===== src/rtl/pixel_sink.sv =====
// pixel_sink: captures painter pixel strobes into a small FIFO and drains them into a
// single-port frame buffer shared with VGA scan-out reads and a full-screen clear sweep.
module pixel_sink #(
   parameter int SCR_WIDTH  = 160,
   parameter int SCR_HEIGHT = 120,
   parameter int X_BITS     = 8,
   parameter int Y_BITS     = 7,
   parameter int COLOR_SIZE = 3,
   parameter int ADDR_BITS  = 15,
   parameter int FIFO_DEPTH = 4
) (
   input  logic                          Clck,
   input  logic                          Reset,
   input  logic [X_BITS-1:0]             paint_x_co,
   input  logic [Y_BITS-1:0]             paint_y_co,
   input  logic [COLOR_SIZE-1:0]         color,
   input  logic                          print_enable,
   input  logic                          scan_req,
   input  logic [ADDR_BITS-1:0]          scan_addr,
   output logic [COLOR_SIZE-1:0]         scan_data,
   output logic                          scan_valid,
   input  logic                          clear_req,
   input  logic [COLOR_SIZE-1:0]         clear_color,
   output logic                          clear_done,
   output logic [ADDR_BITS-1:0]          mem_addr,
   output logic [COLOR_SIZE-1:0]         mem_wdata,
   output logic                          mem_we,
   input  logic [COLOR_SIZE-1:0]         mem_rdata,
   output logic [$clog2(FIFO_DEPTH):0]   fifo_count,
   output logic                          overflow,
   output logic [7:0]                    oob_drops
);

   localparam int PTR_BITS = $clog2(FIFO_DEPTH);
   localparam int CNT_BITS = PTR_BITS + 1;
   localparam logic [ADDR_BITS-1:0] LAST_ADDR = ADDR_BITS'(SCR_WIDTH * SCR_HEIGHT - 1);
   localparam logic [X_BITS:0]      X_LIMIT   = (X_BITS + 1)'(SCR_WIDTH);
   localparam logic [Y_BITS:0]      Y_LIMIT   = (Y_BITS + 1)'(SCR_HEIGHT);
   localparam logic [CNT_BITS-1:0]  CNT_FULL  = CNT_BITS'(FIFO_DEPTH);

   logic                  pe_q;
   logic [X_BITS-1:0]     fx_q [FIFO_DEPTH];
   logic [Y_BITS-1:0]     fy_q [FIFO_DEPTH];
   logic [COLOR_SIZE-1:0] fc_q [FIFO_DEPTH];
   logic [PTR_BITS-1:0]   wr_ptr_q, wr_ptr_d;
   logic [PTR_BITS-1:0]   rd_ptr_q, rd_ptr_d;
   logic [CNT_BITS-1:0]   cnt_q, cnt_d;

   logic                  clr_active_q, clr_active_d;
   logic [ADDR_BITS-1:0]  clr_addr_q, clr_addr_d;
   logic [COLOR_SIZE-1:0] clr_color_q, clr_color_d;
   logic                  clr_last_q, clr_last_d;
   logic                  clear_done_q;

   logic                  rd_p1_q, rd_p2_q;
   logic                  scan_valid_q;
   logic [COLOR_SIZE-1:0] scan_data_q, scan_data_d;

   logic [ADDR_BITS-1:0]  mem_addr_q, mem_addr_d;
   logic [COLOR_SIZE-1:0] mem_wdata_q, mem_wdata_d;
   logic                  mem_we_q, mem_we_d;

   logic                  overflow_q, overflow_d;
   logic [7:0]            oob_q, oob_d;

   logic                  strobe_s, oob_s, full_s, empty_s, pop_s, push_s;
   logic [ADDR_BITS-1:0]  pix_addr_s;

   // Strobe edge detection, range check and FIFO push/pop decisions
   always_comb begin
      strobe_s   = print_enable & ~pe_q;
      oob_s      = ({1'b0, paint_x_co} >= X_LIMIT) | ({1'b0, paint_y_co} >= Y_LIMIT);
      full_s     = (cnt_q == CNT_FULL);
      empty_s    = (cnt_q == CNT_BITS'(0));
      pop_s      = ~scan_req & ~clr_active_q & ~empty_s;
      push_s     = strobe_s & ~oob_s & (~full_s | pop_s);
      // widen both terms before the multiply so y*WIDTH+x never wraps early
      pix_addr_s = ADDR_BITS'(fy_q[rd_ptr_q]) * ADDR_BITS'(SCR_WIDTH)
                 + ADDR_BITS'(fx_q[rd_ptr_q]);
   end

   // FIFO pointers, occupancy and drop bookkeeping
   always_comb begin
      wr_ptr_d   = push_s ? (wr_ptr_q + PTR_BITS'(1)) : wr_ptr_q;
      rd_ptr_d   = pop_s  ? (rd_ptr_q + PTR_BITS'(1)) : rd_ptr_q;
      case ({push_s, pop_s})
         2'b10:   cnt_d = cnt_q + CNT_BITS'(1);
         2'b01:   cnt_d = cnt_q - CNT_BITS'(1);
         default: cnt_d = cnt_q;
      endcase
      overflow_d = overflow_q | (strobe_s & ~oob_s & full_s & ~pop_s);
      if (strobe_s && oob_s && (oob_q != 8'hFF)) begin
         oob_d = oob_q + 8'd1;
      end else begin
         oob_d = oob_q;
      end
   end

   // RAM port arbitration: scan read, then clear sweep, then queued pixel
   always_comb begin
      mem_addr_d   = mem_addr_q;
      mem_wdata_d  = mem_wdata_q;
      mem_we_d     = 1'b0;
      clr_active_d = clr_active_q;
      clr_addr_d   = clr_addr_q;
      clr_color_d  = clr_color_q;
      clr_last_d   = 1'b0;
      if (scan_req) begin
         mem_addr_d = scan_addr;
      end else if (clr_active_q) begin
         mem_addr_d  = clr_addr_q;
         mem_wdata_d = clr_color_q;
         mem_we_d    = 1'b1;
         if (clr_addr_q == LAST_ADDR) begin
            clr_active_d = 1'b0;
            clr_last_d   = 1'b1;
         end else begin
            clr_addr_d = clr_addr_q + ADDR_BITS'(1);
         end
      end else if (!empty_s) begin
         mem_addr_d  = pix_addr_s;
         mem_wdata_d = fc_q[rd_ptr_q];
         mem_we_d    = 1'b1;
      end else begin
         mem_we_d = 1'b0;
      end
      // a new request restarts the sweep and suppresses done for the aborted one
      if (clear_req) begin
         clr_active_d = 1'b1;
         clr_addr_d   = ADDR_BITS'(0);
         clr_color_d  = clear_color;
         clr_last_d   = 1'b0;
      end else begin
         clr_color_d = clr_color_q;
      end
   end

   // Read-data capture two edges after the request was sampled
   always_comb begin
      if (rd_p2_q) begin
         scan_data_d = mem_rdata;
      end else begin
         scan_data_d = scan_data_q;
      end
   end

   // Control and output registers
   always_ff @(posedge Clck or posedge Reset) begin
      if (Reset) begin
         pe_q         <= 1'b0;
         wr_ptr_q     <= PTR_BITS'(0);
         rd_ptr_q     <= PTR_BITS'(0);
         cnt_q        <= CNT_BITS'(0);
         clr_active_q <= 1'b0;
         clr_addr_q   <= ADDR_BITS'(0);
         clr_color_q  <= COLOR_SIZE'(0);
         clr_last_q   <= 1'b0;
         clear_done_q <= 1'b0;
         rd_p1_q      <= 1'b0;
         rd_p2_q      <= 1'b0;
         scan_valid_q <= 1'b0;
         scan_data_q  <= COLOR_SIZE'(0);
         mem_addr_q   <= ADDR_BITS'(0);
         mem_wdata_q  <= COLOR_SIZE'(0);
         mem_we_q     <= 1'b0;
         overflow_q   <= 1'b0;
         oob_q        <= 8'd0;
      end else begin
         pe_q         <= print_enable;
         wr_ptr_q     <= wr_ptr_d;
         rd_ptr_q     <= rd_ptr_d;
         cnt_q        <= cnt_d;
         clr_active_q <= clr_active_d;
         clr_addr_q   <= clr_addr_d;
         clr_color_q  <= clr_color_d;
         clr_last_q   <= clr_last_d;
         clear_done_q <= clr_last_q;
         rd_p1_q      <= scan_req;
         rd_p2_q      <= rd_p1_q;
         scan_valid_q <= rd_p2_q;
         scan_data_q  <= scan_data_d;
         mem_addr_q   <= mem_addr_d;
         mem_wdata_q  <= mem_wdata_d;
         mem_we_q     <= mem_we_d;
         overflow_q   <= overflow_d;
         oob_q        <= oob_d;
      end
   end

   // Pixel storage; contents are only meaningful below the occupancy count
   always_ff @(posedge Clck) begin
      if (push_s) begin
         fx_q[wr_ptr_q] <= paint_x_co;
         fy_q[wr_ptr_q] <= paint_y_co;
         fc_q[wr_ptr_q] <= color;
      end
   end

   assign scan_data  = scan_data_q;
   assign scan_valid = scan_valid_q;
   assign clear_done = clear_done_q;
   assign mem_addr   = mem_addr_q;
   assign mem_wdata  = mem_wdata_q;
   assign mem_we     = mem_we_q;
   assign fifo_count = cnt_q;
   assign overflow   = overflow_q;
   assign oob_drops  = oob_q;

endmodule


===== config.mk =====
export PLATFORM = sky130hd
export DESIGN_NAME = pixel_sink
export DESIGN_NICKNAME = d
export VERILOG_FILES = /design/src/rtl/pixel_sink.sv
export SDC_FILE = /design/constraint.sdc
export NUM_CORES = 1
export LEC_CHECK = 0
export CORE_MARGIN = 3
export CORE_UTILIZATION = 45
export DETAILED_ROUTE_END_ITERATION = 7
export PLACE_DENSITY = 0.7
export REMOVE_ABC_BUFFERS = 1
export SYNTH_ARGS = -nofsm -noshare
export SYNTH_HDL_FRONTEND = slang
export SYNTH_SLANG_ARGS = --single-unit

===== constraint.sdc =====
create_clock -name Clck -period 3.5 [get_ports Clck]
set_input_delay 0.35 -clock Clck [delete_from_list [all_inputs] [get_ports Clck]]
set_output_delay 0.35 -clock Clck [all_outputs]
set_load 0.05 [all_outputs]

; After elaboration in Yosys (flattened, before gate mapping)
; Memory sizes are Yosys's and may differ from the RTL's.
; Index checks and enable logic that the tools add are counted.
[word_totals]
wordCells = 87
ff_bits = 63
ram_bits = 72
input_bits = 44
memories = 3
out_inout_bits = 36
[mem_list]
columns = memory, words, width, rd, rd_ports_with_merged_regs, wr, line
row1 = fx_q, 4, 8, 1, 0, 1, 42  ; logic [X_BITS-1:0] fx_q [FIFO_DEPTH];
row2 = fy_q, 4, 7, 1, 0, 1, 43  ; logic [Y_BITS-1:0] fy_q [FIFO_DEPTH];
row3 = fc_q, 4, 3, 1, 0, 1, 44  ; logic [COLOR_SIZE-1:0] fc_q [FIFO_DEPTH];
[op_classes]
addsub = 7
mux = 23
eq_ne = 9
mul = 1
bitwise = 17
n_reduce_logical = 7
magnitude_cmp = 2
[ops]
columns = operator, count
row1 = 2-to-1 mux 15 bit, 7
row2 = adder 15 x 1 -> 15 bit (second input constant), 1
row3 = adder 15 x 8 -> 15 bit, 1
row4 = equality test 15 bit (second input constant), 1
row5 = 2-to-1 mux 1 bit, 13
row6 = multiplier 7 x 3 -> 10 bit (second input constant), 1
row7 = adder 8 x 1 -> 8 bit (second input constant), 1
row8 = >= comparator 8 bit (second input constant), 1
row9 = inequality test 8 bit (second input constant), 1
row10 = AND 1 bit, 7
row11 = >= comparator 7 bit (second input constant), 1
row12 = NOT 1 bit, 7
row13 = 2-to-1 mux 3 bit, 2
row14 = one-hot mux 3 bit (2 select lines), 1
row15 = adder 2 x 1 -> 2 bit (second input constant), 2
row16 = inequality test 2 bit (second input constant), 2
row17 = nonzero test 2 bit, 2
row18 = adder 3 x 1 -> 3 bit (second input constant), 1
row19 = equality test 3 bit (second input constant), 1
row20 = zero test 3 bit, 1
row21 = inequality test 3 bit (second input constant), 1
row22 = bitwise OR 1 bit, 3
row23 = AND reduction 3 bit, 1
row24 = subtractor 3 x 1 -> 3 bit (second input constant), 1
row25 = other kinds (5), 6

; Logic depth before layout (Yosys ltp)
; Gate-level depths: netlist (run 1).
[logic_depth]
ltp_word = 7
mapped_depth = 12
ltp_nobuf = 10

; Least setup slack after synthesis (run 1)
; Ideal clock, no wire load.
[synth_path]
path_kind = register to register
start = register rd_ptr_q[0]
end = register mem_addr_q[13], in the netlist mem_addr[13]
required_ns = 3.418
path_buffers = 2
t_arrival_ns = 3.389
period_less_slack_ns = 3.471
setup_ns = 0.082
path_stages_with_launch = 13
path_slack_ns = 0.029
cell_sequence = dfrtp_1 -> buf_2 -> buf_2 -> mux4_2 -> ha_1 -> ha_1 -> inv_1 -> fa_1 -> nand2b_1 -> a21oi_1 -> xnor2_1 -> a2111o_1 -> a31oi_1
[synth_between]
elab_chain_cells = 6
elab_cells_between_ends = 7
cone_classes = add/sub (1) / mul (1) / mux (3) / memory (2)
[synth_rtl]
columns = item, line
row1 = from (decl), 46  ; logic [PTR_BITS-1:0] rd_ptr_q, rd_ptr_d;
row2 = from (signal assigned), 171  ; rd_ptr_q <= rd_ptr_d;
row3 = memory (4 x 7 bit), -
row4 = multiplier 7 x 3 -> 10 bit, 78  ; pix_addr_s = ADDR_BITS'(fy_q[rd_ptr_q]) * ADDR_BITS'(SCR_WIDTH)
row5 = adder 15 x 8 -> 15 bit (*), 79  ; + ADDR_BITS'(fx_q[rd_ptr_q]);
row6 = 2-to-1 mux 15 bit (*), 120  ; end else if (!empty_s) begin
row7 = 2-to-1 mux 15 bit (*), 110  ; end else if (clr_active_q) begin
row8 = 2-to-1 mux 15 bit (*), 108  ; if (scan_req) begin
row9 = to (signal assigned), 182  ; mem_addr_q <= mem_addr_d;
row10 = to (decl), 59  ; logic [ADDR_BITS-1:0] mem_addr_q, mem_addr_d;
; Mark *: on every way between the ends. The rest lies on a longest branch, timed or not. The select of a mux whose other input is x is not followed.
; A chain may end at the register's enable or synchronous reset.

; Final worst setup path (run 1)
; Ends and elaborated chain as after synthesis.

==> flow_metrics.env, run 1 <==
export IMPL_regToRegEndpoint="mem_addr[13]"
export IMPL_crit_path_start_kind="flop"
export IMPL_cts_buffers=17
export IMPL_numPlacedInstances=700
export IMPL_post_dp_hpwl_um=9400
export IMPL_worstMarginPinSlew_ps=764
export IMPL_grt_usage_pct=18.6
export IMPL_irDropWorstVdd_uv=378
export IMPL_setup_tns_final_ps=0
export IMPL_postCtsSetupBuffers=0
export IMPL_synth_distinct_cells=49
export IMPL_leakage_nw=2.97
export IMPL_detail_route_wl_per_cell_um=18.0
export IMPL_hold_start="clr_last_q"
export IMPL_final_min_clock_period_ps=3250
export IMPL_ctsHoldBuffers=0
export IMPL_grt_pass1_wl_um=21100
export IMPL_antenna_cells=0
export IMPL_synth_ff_type="edfxtp_1"
export IMPL_final_hold_viol_count=0
export IMPL_syn_to_final_growth_pct=27.3
export IMPL_die_width_um=122
export IMPL_cts_tree="built"
export IMPL_start_util_pct=47.2
export IMPL_r2r_slack_ps=250
export IMPL_critical_path_class="reg -> reg"
export IMPL_synth_largest_area_cell="edfxtp_1"
export IMPL_maxCapViolCount=0
export IMPL_cts_max_level=4
export IMPL_synthesis_area_mm2=0.00610
export IMPL_status="complete, no violations"
export IMPL_grt_pass1_vias=4036
export IMPL_synth_cells=451
export IMPL_slew_violations=0
export IMPL_drc_errors=0
export IMPL_crit_fanout=8
export IMPL_cts_buffer_depth=2
export IMPL_relSlewSlack_pct=48.9
export IMPL_fmaxAchievable_mhz=308
export IMPL_critical_path_arrival_ps=3580
export IMPL_fin_hold_ws_ps=352
export IMPL_drt_iter0_drc=290
export IMPL_place_area_mm2=0.00715
export IMPL_cp_end_kind="flop"
export IMPL_clock_sinks=135
export IMPL_design_core_area_mm2=0.0129
export IMPL_min_delay_path_depth=0
export IMPL_avgSynthCellArea_um2=13.5
export IMPL_fin_skew_ps=6.78
export IMPL_multi_input_area_mm2=0.00222
export IMPL_hold_path_endpoint="clear_done"
export IMPL_gp_congestion=0.852
export IMPL_die_area_mm2=0.0150
export IMPL_grt_ovfl_total=0
export IMPL_required_ps=3830
export IMPL_cts_root_buf="clkbuf_16"
export IMPL_die_y_um=122
export IMPL_yosys_warnings=0
export IMPL_route_vias_total=4031
export IMPL_fin_cells=732
export IMPL_r2r_start="rd_ptr_q[0]"
export IMPL_ios=80
export IMPL_rsz0062_at_grt="no"
export IMPL_finalSetupViolCount=0
export IMPL_layout_drive_gt1_share_pct=13.0
export IMPL_drt_vias_per_instance=5.51
export IMPL_yosys_register_bits=135
export IMPL_ant_nets=0
export IMPL_stdcell_area_mm2=0.00776
export IMPL_drt_pass1_iter_count=5
export IMPL_ys_seq_area_share_pct=61.3
export IMPL_power_density_mw_per_mm2=814
export IMPL_seq_area_mm2=0.00374
export IMPL_ff2ff_path_depth=10
export IMPL_hold_path_class="reg -> reg"
export IMPL_grt_max_degree=35
export IMPL_finalNetCount=613
export IMPL_async_flop_share_pct=46.7
export IMPL_period_share_pct=92.8
export IMPL_wirelength_um=13200
export IMPL_synth_top_cell_area_share_pct=35.5
export IMPL_synth_edf_count=72
export IMPL_portBuffers=79
export IMPL_fillers=1006
export IMPL_cts_clk_slew_worst_paths_ps=60
export IMPL_grt_antenna_before_repair=0
export IMPL_rows=41
export IMPL_synth_area_top_cells="edfxtp_1 35%, dfrtp_1 26%, mux4_2 6.6%"
export IMPL_clock_latency_ps=420
cells in the final DEF, fill, tap and decap left out, drive strengths merged, types with 12 or more instances in the layout:
| master | instances |
|---|---|
| ha | 19 |
| o21ai | 14 |
| dfrtp | 63 |
| nor2 | 31 |
| mux4 | 18 |
| inv | 19 |
| edfxtp | 72 |
| a21oi | 22 |
| clkdlybuf4s50 | 79 |
| xor2 | 15 |
| buf | 15 |
| clkbuf | 21 |
| xnor2 | 19 |
| o22ai | 15 |
| nand2 | 25 |
| nand4 | 12 |
layout make-up:
class | count | share of cell area, %
Inverter | 18 | 0.870
Sequential cell | 135 | 48.2
Clock buffer | 21 | 6.06
Clock inverter | 11 | 1.89
Tap cell | 172 | 2.77
Multi-Input combinational cell | 281 | 28.6
Timing Repair Buffer | 94 | 11.6
how the worst max path moves through the flow:
stage / cells after the start / end / slack, ps / from
CTS: 10 / mem_addr[13] / 90 / rd_ptr_q[0]
detailed placement: 10 / mem_addr[13] / 100 / rd_ptr_q[0]
global route: 10 / mem_addr[13] / 40 / rd_ptr_q[0]
global placement: 10 / mem_addr[13] / 270 / rd_ptr_q[0]
finish: 10 / mem_addr[13] / 250 / rd_ptr_q[0]
floorplan: 10 / mem_addr[13] / -50 / rd_ptr_q[0]
critical path: stages, from the launching register on:
cell      delay, ps
dfrtp_2         510
mux4_2          590
ha_1            310
ha_1            160
inv_1            60
fa_1            400
nand2b_1        180
a21oi_1         250
xnor2_1         150
a2111o_1        400
a31oi_1         160
cell usage after synthesis, types with 4 or more instances:
cell / n
edfxtp_1: 72
dfrtp_1: 63
nor2_1: 31
nand2_1: 25
a21oi_1: 22
ha_1: 19
xnor2_1: 19
inv_1: 18
mux4_2: 18
o22ai_1: 15
xor2_1: 15
nand4_1: 12
clkbuf_1: 10
and3_1: 8
o21ai_0: 8
a211oi_1: 6
and2_1: 6
buf_2: 6
mux2_2: 6
o21ai_1: 6
nor2b_1: 5
o2111ai_1: 5
a31oi_1: 4
nand3_1: 4
metrics by stage:
step           power (mW)  setup slack [ps]  util [%]
2_1_floorplan        3.79             -45.5         -
3_3_place_gp         4.43               271      55.3
3_5_place_dp         4.50              99.7      55.3
4_1_cts              6.34              88.0      60.0
5_1_grt              6.66              36.9      60.1
6_report             6.32               251      60.1
power by group:
| part | total [mW] | internal, mW | switching, mW | leakage, nW |
|---|---|---|---|---|
| Sequential | 2.04 | 1.86 | 0.174 | 1.44 |
| Combinational | 2.45 | 1.03 | 1.42 | 1.22 |
| Clock | 1.83 | 1.18 | 0.655 | 0.301 |
flip-flops by register name, summed over array words and instances, names as in the netlist, 2 cells and up:
name	cells
clr_color_q	3
fx_q	32
rd_ptr_q	2
wr_ptr_q	2
fy_q	28
clr_addr_q	15
oob_drops	8
fifo_count	3
mem_addr	15
mem_wdata	3
fc_q	12
scan_data	3
layer usage:
metal | vias up | track usage (%) | routed length [um]
met5 | - | 0 | 0
met4 | 0 | 7.77 | 259
met3 | 18 | 3.87 | 644
met2 | 126 | 28.8 | 6150
met1 | 1989 | 25.6 | 6110
li1 | 1898 | - | -
cell families after synthesis:
family / after synthesis / share of synthesized area (%)
flip-flops: 135 / 61.3
AO/OA/AOI/OAI: 84 / 8.82
adder cells (fa/ha/maj): 22 / 4.88
multiplexers: 27 / 8.27
buffers and inverters: 35 / 2.28
XOR/XNOR: 34 / 4.88
AND/OR/NAND/NOR: 114 / 9.56
what timing repair did:
item	4_1_cts	5_1_grt
gates resized for setup	0	1
setup endpoints to repair	0	3
endpoints found under the hold margin	0	0
(Power assumes the default switching activity.)
==> run 2, diff against run 1 <==
--- a/config.mk
+++ b/config.mk
@@ -5,9 +5,11 @@
 export SDC_FILE = /design/constraint.sdc
 export NUM_CORES = 1
 export LEC_CHECK = 0
+export CORE_ASPECT_RATIO = 0.8
 export CORE_MARGIN = 3
 export CORE_UTILIZATION = 45
 export DETAILED_ROUTE_END_ITERATION = 7
+export GPL_ROUTABILITY_DRIVEN = 1
 export PLACE_DENSITY = 0.7
 export REMOVE_ABC_BUFFERS = 1
 export SYNTH_ARGS = -nofsm -noshare
==> constraint.sdc (replaced) <==
create_clock -name Clck -period 2.8 [get_ports Clck]
set_input_delay 0.28 -clock Clck [delete_from_list [all_inputs] [get_ports Clck]]
set_output_delay 0.28 -clock Clck [all_outputs]
set_load 0.05 [all_outputs]
==> run 2 against run 1 <==
Compared with the run above: the run now ends with negative setup slack left; combinational power increased by 73%; critical path depth did not move; count of clock-buffer cells in the layout fell by 1; critical endpoint unchanged; worst setup slack lost 360 ps; sequential power grew 24%; via count up 3.0%; cell area is 5.1% higher; flip-flop and latch count is the same; first-iteration DRC count increased by 34%.
==> flow_metrics.env, run 2 (synthesized netlist as in run 1, its figures left out) <==
export IMPL_hold_path_class="in -> async"
export IMPL_fin_cells=761
export IMPL_crit_fanout=7
export IMPL_detail_route_wl_per_cell_um=17.8
export IMPL_die_area_mm2=0.0150
export IMPL_cts_buffer_depth=2
export IMPL_portBuffers=79
export IMPL_required_ps=3130
export IMPL_rsz0062_at_grt="yes"
export IMPL_clock_sinks=135
export IMPL_place_area_mm2=0.00738
export IMPL_final_setup_worst_slack_ps=-108
export IMPL_clock_latency_ps=420
export IMPL_setup_tns_final_ps=-394
export IMPL_cts_clk_slew_worst_paths_ps=60
export IMPL_drt_iter0_drc=389
export IMPL_leakage_nw=3.14
export IMPL_numPlacedInstances=726
export IMPL_drt_pass1_iter_count=4
export IMPL_rows=37
export IMPL_slowest_delay_ps=580
export IMPL_ant_nets=0
export IMPL_finalNetCount=639
export IMPL_critical_path_arrival_ps=3240
export IMPL_drt_vias_per_instance=5.46
export IMPL_slew_violations=0
export IMPL_period_share_pct=104
export IMPL_fmaxAchievable_mhz=344
export IMPL_critPathTopFamily="adder cells"
export IMPL_irDropWorstVdd_uv=575
export IMPL_largest_register="fx_q"
export IMPL_path_cells="mux4_2, ha_4, ha_4, inv_2, fa_2, nand2b_4, a21oi_4, xnor2_2, a2111o_1, a31oi_1"
export IMPL_syn_to_final_growth_pct=33.9
export IMPL_antenna_cells=0
export IMPL_grt_usage_pct=19.1
export IMPL_maxCapViolCount=0
export IMPL_start_util_pct=46.7
export IMPL_cts_tree="built"
export IMPL_final_cell_mix="79 x clkdlybuf4s50_1, 72 x edfxtp_1, 62 x dfrtp_1"
export IMPL_status="complete, but fails checks"
export IMPL_final_common_cell="clkdlybuf4s50_1"
export IMPL_final_min_clock_period_ps=2910
export IMPL_grt_ovfl_total=0
export IMPL_layout_drive_gt1_share_pct=20.8
export IMPL_worstMarginPinSlew_ps=889
export IMPL_cts_buffers=17
export IMPL_ctsHoldBuffers=0
export IMPL_drc_errors=0
export IMPL_cts_max_level=4
export IMPL_final_hold_viol_count=0
export IMPL_die_width_um=136
export IMPL_violations="negative setup slack"
export IMPL_reg_top3="fx_q x32, fy_q x28"
export IMPL_path_buf_inv=1
export IMPL_ios=80
export IMPL_r2r_slack_ps=-110
export IMPL_finalSetupViolCount=4
export IMPL_design_core_area_mm2=0.0131
export IMPL_cp_end_kind="flop"
export IMPL_stdcell_area_mm2=0.00816
export IMPL_fin_skew_ps=13.5
export IMPL_relSlewSlack_pct=40.2
export IMPL_wirelength_um=13600
export IMPL_largest_reg_flops=32
export IMPL_post_dp_hpwl_um=9310
export IMPL_cpMaxStageDelayCell="mux4_2"
export IMPL_gp_congestion=0.854
export IMPL_grt_pass1_vias=4144
export IMPL_route_vias_total=4153
export IMPL_crit_path_start_kind="flop"
export IMPL_grt_max_degree=64
export IMPL_die_y_um=110
export IMPL_grt_antenna_before_repair=0
export IMPL_cts_root_buf="clkbuf_16"
export IMPL_grt_pass1_wl_um=21600
export IMPL_crit_top_cell="ha_4"
export IMPL_critical_path_class="reg -> reg"
export IMPL_power_density_mw_per_mm2=1100
==> run 2: power by group <==
group / total, mW / internal, mW / leakage, nW / switching [mW]
clock: 2.24 / 1.36 / 0.293 / 0.888
sequential: 2.52 / 2.33 / 1.44 / 0.196
combinational: 4.23 / 2.08 / 1.40 / 2.16
==> run 2: per-stage QoR <==
stage	worst slack [ps]	hold WS (ps)	total power, mW	util (%)
after floorplan	-745	311	4.74	-
after global placement	-298	334	6.05	56.6
after detailed placement	-409	335	6.13	56.6
after CTS	-198	261	8.81	62.1
after global routing	-236	280	9.50	62.5
final	-108	243	9.00	62.5
==> run 2: path summary, 6_finish.rpt <==
| kind | startpoint | end | cells after the start |
|---|---|---|---|
| setup / recovery | rd_ptr_q[0] | mem_addr[13] | 10 |
| hold / removal | Reset | oob_drops[5] | 3 |
| setup reg to reg | rd_ptr_q[0] | mem_addr[13] | 10 |
| hold reg to reg | clr_last_q | clear_done | 0 |
| max in group asynchronous | Reset | mem_addr[11] | 3 |
| min in group Clck | print_enable | pe_q | 1 |
==> run 2: area by class of cell <==
type / instances / area, um2
Fill cell: 974 / 4890
Sequential cell: 135 / 3740
Multi-Input combinational cell: 281 / 2370
Timing Repair Buffer: 120 / 1160
Clock buffer: 20 / 479
Tap cell: 175 / 219
Clock inverter: 12 / 126
Inverter: 18 / 67.6
==> run 2: metal layers <==
metal	global-route usage, %	up-vias	wire (um)
li1	-	1944	-
met1	26.7	2072	6380
met2	29.2	120	6240
met3	4.81	17	759
met4	7.41	0	202
met5	0	-	0
==> run 2: worst register-to-register path, stage by stage, from the launching register on <==
cell	delay, ps
dfrtp_2	460
mux4_2	580
ha_4	300
ha_4	120
inv_2	30
fa_2	360
nand2b_4	170
a21oi_4	150
xnor2_2	100
a2111o_1	400
a31oi_1	140
==> run 2: repair_timing <==
action	in CTS	in global routing
gates cloned	0	0
endpoints found under the setup margin	8	9
pin swaps	9	11
resized for setup	23	10
setup buffers	2	1
